[src/rtl/button_scan_ctrl.sv]
// Multi-button synchronizer/debouncer with round-robin valid/ready press-event delivery.
// Optional release events: define BUTTON_SCAN_RELEASE_EVT_EN.
module button_scan_ctrl #(
   parameter int unsigned NUM_BTNS      = 4,
   parameter int unsigned DEBOUNCE_WAIT = 8,
   parameter int unsigned TICK_DIV      = 1,
   localparam int unsigned ID_W = (NUM_BTNS > 1) ? $clog2(NUM_BTNS) : 1
) (
   input  logic                clk,
   input  logic                rst_n,
   input  logic [NUM_BTNS-1:0] btn_in,
   output logic [NUM_BTNS-1:0] btn_state,
   output logic                evt_valid,
   input  logic                evt_ready,
   output logic [ID_W-1:0]     evt_id,
`ifdef BUTTON_SCAN_RELEASE_EVT_EN
   output logic                evt_release,
`endif
   output logic                evt_overflow
);

   localparam int unsigned CNT_W = $clog2(DEBOUNCE_WAIT) + 1;
   localparam int unsigned PRE_W = (TICK_DIV > 1) ? $clog2(TICK_DIV) : 1;
   localparam logic [CNT_W-1:0] CNT_MAX = CNT_W'(DEBOUNCE_WAIT - 1);
   localparam logic [PRE_W-1:0] PRE_MAX = PRE_W'(TICK_DIV - 1);

   typedef enum logic {IDLE, OFFER} state_t;

   state_t              state;
   logic [NUM_BTNS-1:0] sync1, sync2;
   logic [PRE_W-1:0]    pre_cnt;
   logic                tick_c;
   logic [NUM_BTNS-1:0] rise_c;
   logic [ID_W-1:0]     ptr;
   logic [NUM_BTNS-1:0] pending;
   logic [NUM_BTNS-1:0] pending_nxt_c;
   logic [NUM_BTNS-1:0] elig_c;
   logic [NUM_BTNS-1:0] sel_mask_c;
   logic [NUM_BTNS-1:0] clr_press_c;
   logic                accept_c;
   logic                ovf_c;
   logic                ptr_adv_c;
   logic                sel_found_c;
   logic [ID_W-1:0]     sel_idx_c;
   logic [ID_W-1:0]     cand_c;

   // Input synchronizer and shared sample-tick prescaler
   always_ff @(posedge clk) begin
      if (!rst_n) begin
         sync1   <= '0;
         sync2   <= '0;
         pre_cnt <= '0;
      end else begin
         sync1   <= btn_in;
         sync2   <= sync1;
         pre_cnt <= (pre_cnt == PRE_MAX) ? '0 : pre_cnt + 1'b1;
      end
   end

   assign tick_c = (pre_cnt == PRE_MAX);

`ifdef BUTTON_SCAN_RELEASE_EVT_EN
   logic [NUM_BTNS-1:0] fall_c;
`endif

   for (genvar i = 0; i < NUM_BTNS; i++) begin : g_db
      logic [CNT_W-1:0] cnt;
      logic             state_q;
      logic             flip_c;

      assign flip_c = tick_c && (sync2[i] != state_q) && (cnt == CNT_MAX);

      always_ff @(posedge clk) begin
         if (!rst_n) begin
            cnt     <= '0;
            state_q <= 1'b0;
         end else if (tick_c) begin
            if (sync2[i] == state_q) begin
               cnt <= '0;
            end else if (cnt == CNT_MAX) begin
               state_q <= ~state_q;
               cnt     <= '0;
            end else begin
               cnt <= cnt + 1'b1;
            end
         end
      end

      assign btn_state[i] = state_q;
      assign rise_c[i]    = flip_c & ~state_q;
`ifdef BUTTON_SCAN_RELEASE_EVT_EN
      assign fall_c[i]    = flip_c & state_q;
`endif
   end

   assign accept_c   = (state == OFFER) && evt_ready;
   assign sel_mask_c = NUM_BTNS'(1) << evt_id;

`ifdef BUTTON_SCAN_RELEASE_EVT_EN
   logic [NUM_BTNS-1:0] rel_pending;
   logic [NUM_BTNS-1:0] rel_nxt_c;
   logic [NUM_BTNS-1:0] clr_rel_c;

   assign clr_press_c   = (accept_c && !evt_release) ? sel_mask_c : '0;
   assign clr_rel_c     = (accept_c &&  evt_release) ? sel_mask_c : '0;
   assign elig_c        = pending | rel_pending;
   assign pending_nxt_c = (pending & ~clr_press_c) | rise_c;
   assign rel_nxt_c     = (rel_pending & ~clr_rel_c) | fall_c;
   assign ovf_c         = (|(rise_c & pending & ~clr_press_c)) |
                          (|(fall_c & rel_pending & ~clr_rel_c));
   // Pointer moves past a button only once all of its flags are delivered
   assign ptr_adv_c     = evt_release ? !pending[evt_id] : !rel_pending[evt_id];
`else
   assign clr_press_c   = accept_c ? sel_mask_c : '0;
   assign elig_c        = pending;
   assign pending_nxt_c = (pending & ~clr_press_c) | rise_c;
   assign ovf_c         = |(rise_c & pending & ~clr_press_c);
   assign ptr_adv_c     = 1'b1;
`endif

   // Round-robin search starting one past the last granted button
   always_comb begin
      sel_found_c = 1'b0;
      sel_idx_c   = '0;
      cand_c      = '0;
      for (int unsigned k = 1; k <= NUM_BTNS; k++) begin
         cand_c = ID_W'((32'(ptr) + k) % NUM_BTNS);
         if (!sel_found_c && elig_c[cand_c]) begin
            sel_found_c = 1'b1;
            sel_idx_c   = cand_c;
         end
      end
   end

   // Event arbiter FSM and pending flags
   always_ff @(posedge clk) begin
      if (!rst_n) begin
         state        <= IDLE;
         evt_valid    <= 1'b0;
         evt_id       <= '0;
         evt_overflow <= 1'b0;
         pending      <= '0;
         ptr          <= ID_W'(NUM_BTNS - 1);
`ifdef BUTTON_SCAN_RELEASE_EVT_EN
         rel_pending  <= '0;
         evt_release  <= 1'b0;
`endif
      end else begin
         pending      <= pending_nxt_c;
         evt_overflow <= ovf_c;
`ifdef BUTTON_SCAN_RELEASE_EVT_EN
         rel_pending  <= rel_nxt_c;
`endif
         case (state)
            IDLE: begin
               if (sel_found_c) begin
                  evt_id    <= sel_idx_c;
                  evt_valid <= 1'b1;
                  state     <= OFFER;
`ifdef BUTTON_SCAN_RELEASE_EVT_EN
                  evt_release <= !pending[sel_idx_c];
`endif
               end
            end
            OFFER: begin
               if (evt_ready) begin
                  evt_valid <= 1'b0;
                  state     <= IDLE;
                  if (ptr_adv_c) ptr <= evt_id;
               end
            end
            default: state <= IDLE;
         endcase
      end
   end

endmodule

[config.mk]
export PLATFORM = sky130hd
export DESIGN_NAME = button_scan_ctrl
export DESIGN_NICKNAME = d
export VERILOG_FILES = /design/src/rtl/button_scan_ctrl.sv
export SDC_FILE = /design/constraint.sdc
export NUM_CORES = 1
export LEC_CHECK = 0
export BUFFER_PORTS_ARGS = -buffer_cell sky130_fd_sc_hd__buf_4
export CAP_MARGIN = 20
export CELL_PAD_IN_SITES_DETAIL_PLACEMENT = 1
export CELL_PAD_IN_SITES_GLOBAL_PLACEMENT = 1
export CORE_MARGIN = 1.5
export CORE_UTILIZATION = 35
export CTS_CLUSTER_SIZE = 24
export DETAILED_ROUTE_END_ITERATION = 6
export PLACE_DENSITY = 0.63
export SYNTH_ARGS = -nofsm -noshare
export SYNTH_HDL_FRONTEND = slang
export SYNTH_SLANG_ARGS = --single-unit
[constraint.sdc]
create_clock -name clk -period 1.4 [get_ports clk]
set_input_delay 0 -clock clk [delete_from_list [all_inputs] [get_ports clk]]
set_output_delay 0 -clock clk [all_outputs]
set_load 0.05 [all_outputs]
==> run_results.csv <==
group,metric,value,unit
grt,largest_net_degree_at_the_start_of_global_routing,29,
hold_path,hold_path_class,"primary input to flop",
cts,cts-htree-levels,2,
grt,first_global_vias,1688,
timing,min_period_over_period,0.9865,
cts,cts_inserted_buffers,5,
worst_setup_path,worstSetupPathType,"flop to flop",
grt,grt_pass1_wl,7824,µm
timing,clock.fmax,724.0,MHz
place,dp_worst_setup_slack,-19.57,ps
route,ant_nets,0,
worst_setup_path,worst_setup_path_end_kind,"flop",
run,cap_violations,0,
finish,most-common-layout-cells,"sky130_fd_sc_hd__dfxtp_1, sky130_fd_sc_hd__buf_4, sky130_fd_sc_hd__a21oi_1, sky130_fd_sc_hd__nor2_1, sky130_fd_sc_hd__nand2_1",
timing,timing_hold_violations_final,0,
grt,grtUsageMet1,0.2273,
place,gp_congestion,0.7966,
worst_setup_path,worstRegToRegCells,5,
finish,antenna-diode-count,0,
yosys,synth_edf_count,0,
worst_setup_path,setup.worst_path.start_class,"flop",
cts,max_buffers_root_to_sink,2,
worst_setup_path,critical_path.max_stage_delay,360,ps
yosys,number_of_distinct_library_cells_after_synthesis,43,
timing,grt_setup_unrepaired,"true",
grt,grt_util_all_layers,0.1846,
worst_setup_path,cp.depth,5,
yosys,postSynthNetCount,223,
timing,slew_viol_final,0,
yosys,ys_async_sr_fraction,0,
finish,most_common_cell_after_layout_fill_and_taps_aside,"sky130_fd_sc_hd__dfxtp_1",
yosys,ys_seq_elements,40,
grt,overflow,0,
yosys,synth.cell_area,0.001814,mm²
cts,post_cts_clock_slew_at_the_launch_and_capture_registers_of_the_worst_setup_and_hold_paths,80,ps
worst_setup_path,timing.critical_path.buf_inv,0,
hold_path,timing.hold.worst_path_depth,3,
pwr,power.ir.vdd_worst,0.5932,mV
cts,cts-root-buf,"sky130_fd_sc_hd__clkbuf_8",
finish,layout.nets,252,
timing,setup_slack,18.84,ps
route,via_count,1613,
worst_setup_path,critical-path-top-delay-family,"simple AND/OR/NAND/NOR gates",
yosys,synth.top_cell.area_share,0.4414,
cts,tritoncts,"done",
yosys,synthesized_instance_count,212,
grt,number_of_antenna_violations_at_the_first_check_in_global_routing,0,
pwr,power.static_leakage,0.8448,nW
grt,grt_util_met3,0.04016,
yosys,syn-mean-instance-area,8.558,µm²
yosys,post-synth-top-area-cell,"sky130_fd_sc_hd__dfxtp_1",
route,drt_first_pass_iters,5,
worst_setup_path,critical_path_arrival,1600,ps
die,chipWidth,75.00,µm
grt,globalRouteMet2Util,0.3166,
timing,clock-skew-final,5.997,ps
worst_setup_path,cp_slowest_cell,"sky130_fd_sc_hd__dfxtp_4",
route,drc,0,
yosys,seq_area_frac_synth,0.4414,
die,placeableCoreArea,0.005042,mm²
die,floorplan.io_pins,15,
worst_setup_path,cp_max_fo,5,
grt,most_used_routing_layer_in_global_routing,"met2",
die,floorplan.die.height,75.00,µm
yosys,primary_ff_master_synth,"sky130_fd_sc_hd__dfxtp_1",
pwr,power.density_cell_area,986.3,mW/mm²
timing,holdWs,97.65,ps
timing,setup_viol_count_final,0,
outcome,run_status,"finished, final reports clean",
cts,clk-insertion-delay-late,290,ps
yosys,netlist_top_cells_area,"sky130_fd_sc_hd__dfxtp_1, sky130_fd_sc_hd__a21oi_1, sky130_fd_sc_hd__nor2_1, sky130_fd_sc_hd__nand2_1, sky130_fd_sc_hd__o21ai_1",
finish,p_r_area_growth_vs_syn,28.41,%
die,placement_rows,26,
cts,cts_num_sinks,40,
timing,timing.setup.tns,0,ps
timing,fin_crit,1381,ps
worst_setup_path,cp_data_required_time,1620,ps
worst_setup_path,worstPathCellList,"ha_2, a21oi_1, nand4_1, or3_4, a21oi_2",
die,dieArea,0.005624,mm²
place,numPortBuffers,14,
route,vias_per_cell,5.170,
die,initial_core_utilization,0.3598,
cts,postCtsSetupBuffers,0,
pwr,p_total,0.002298,W
route,finalWirelength,4584,µm
route,routed_wire_length_per_instance,14.69,µm
finish,post_route_cells_drive_above_1_share,0.2603,
place,detailed_placer_s_ending_hpwl,3236,µm
yosys,synth-warning-count,0,
route,drtIter0Drc,48,
synthesized netlist by cell type, types with 2 or more instances:
cell type,instances
sky130_fd_sc_hd__dfxtp_1,40
sky130_fd_sc_hd__a21oi_1,28
sky130_fd_sc_hd__nor2_1,21
sky130_fd_sc_hd__nand2_1,18
sky130_fd_sc_hd__o21ai_1,12
sky130_fd_sc_hd__and2_1,8
sky130_fd_sc_hd__nor2b_1,5
sky130_fd_sc_hd__a31oi_1,4
sky130_fd_sc_hd__buf_2,4
sky130_fd_sc_hd__buf_4,4
sky130_fd_sc_hd__clkbuf_1,4
sky130_fd_sc_hd__ha_1,4
sky130_fd_sc_hd__nand2b_1,4
sky130_fd_sc_hd__nand3_1,4
sky130_fd_sc_hd__nor3b_1,4
sky130_fd_sc_hd__xnor2_1,4
sky130_fd_sc_hd__inv_1,3
sky130_fd_sc_hd__mux2i_1,3
sky130_fd_sc_hd__nand3b_1,3
sky130_fd_sc_hd__nand4_1,3
sky130_fd_sc_hd__nor3_1,3
sky130_fd_sc_hd__or3_1,3
sky130_fd_sc_hd__or4_1,3
sky130_fd_sc_hd__or4b_1,3
sky130_fd_sc_hd__o2111ai_1,2
registers in the layout (all words and copies together), names as in the netlist:
name	cells
elig_c	4
evt_id	2
evt_overflow	1
evt_valid	1
g_db.cnt	16
g_db.state_q	4
pre_cnt	1
ptr	2
state	1
sync1	4
sync2	4
final timing paths:
path | start | slack (ps) | to
hold / removal | evt_ready | 100 | ptr[0]
hold reg to reg | sync1[0] | 440 | sync2[0]
setup reg to reg | g_db[1].cnt[0] | 20 | g_db[1].cnt[3]
setup / recovery | g_db[1].cnt[0] | 20 | g_db[1].cnt[3]
metal layers:
metal / part of all wire / up-vias
met1: 0.45 / 779
li1: - / 812
met3: 0.022 / 4
met4: 0.0087 / 0
met2: 0.52 / 18
met5: 0 / -
final cells by class:
class,instances,area (µm²)
Fill cell,601,2713
Inverter,3,11.26
Tap cell,70,87.58
Multi-Input combinational cell,157,1010
Clock buffer,7,96.34
Sequential cell,40,814.5
Clock inverter,1,30.03
Timing Repair Buffer,34,280.3
metrics by stage:
stage | cell area, µm² | std cells | utilization
floorplan | 1831 | 212 | -
global placement | 2083 | 299 | 0.4132
detailed placement | 2083 | 299 | 0.4132
CTS | 2267 | 312 | 0.4496
global route | 2330 | 312 | 0.4620
finish | 2330 | 312 | 0.4620
cell families (layout without fill, tap and decap cells):
kind of cell / after synthesis / count (layout) / synth area share
compound gates: 56 / 56 / 0.1772
xor+xnor: 5 / 5 / 0.02414
fa+ha+maj: 4 / 4 / 0.02759
buf+inv: 15 / 45 / 0.04207
flops: 40 / 40 / 0.4414
mux: 3 / 3 / 0.01655
other cells: 1 / 1 / 0.002067
simple gates: 88 / 88 / 0.2690
worst register-to-register path, stage by stage (launching register included):
cell and delay, ps:
sky130_fd_sc_hd__dfxtp_4 360, sky130_fd_sc_hd__ha_2 210, sky130_fd_sc_hd__a21oi_1 150, sky130_fd_sc_hd__nand4_1 110, sky130_fd_sc_hd__or3_4 350, sky130_fd_sc_hd__a21oi_2 140
power breakdown:
part           switching [W]  internal (W)
sequential         0.0000115       0.00115
clock               0.000396      0.000629
combinational      0.0000589     0.0000516
total               0.000466       0.00183
timing repair:
action	in CTS	in global routing
endpoints found under the hold margin	5	0
resized for setup	3	19
pin swaps	2	3
endpoints found under the setup margin	3	11
hold buffers	5	0
No activity file was read; power rests on OpenSTA's default activity.
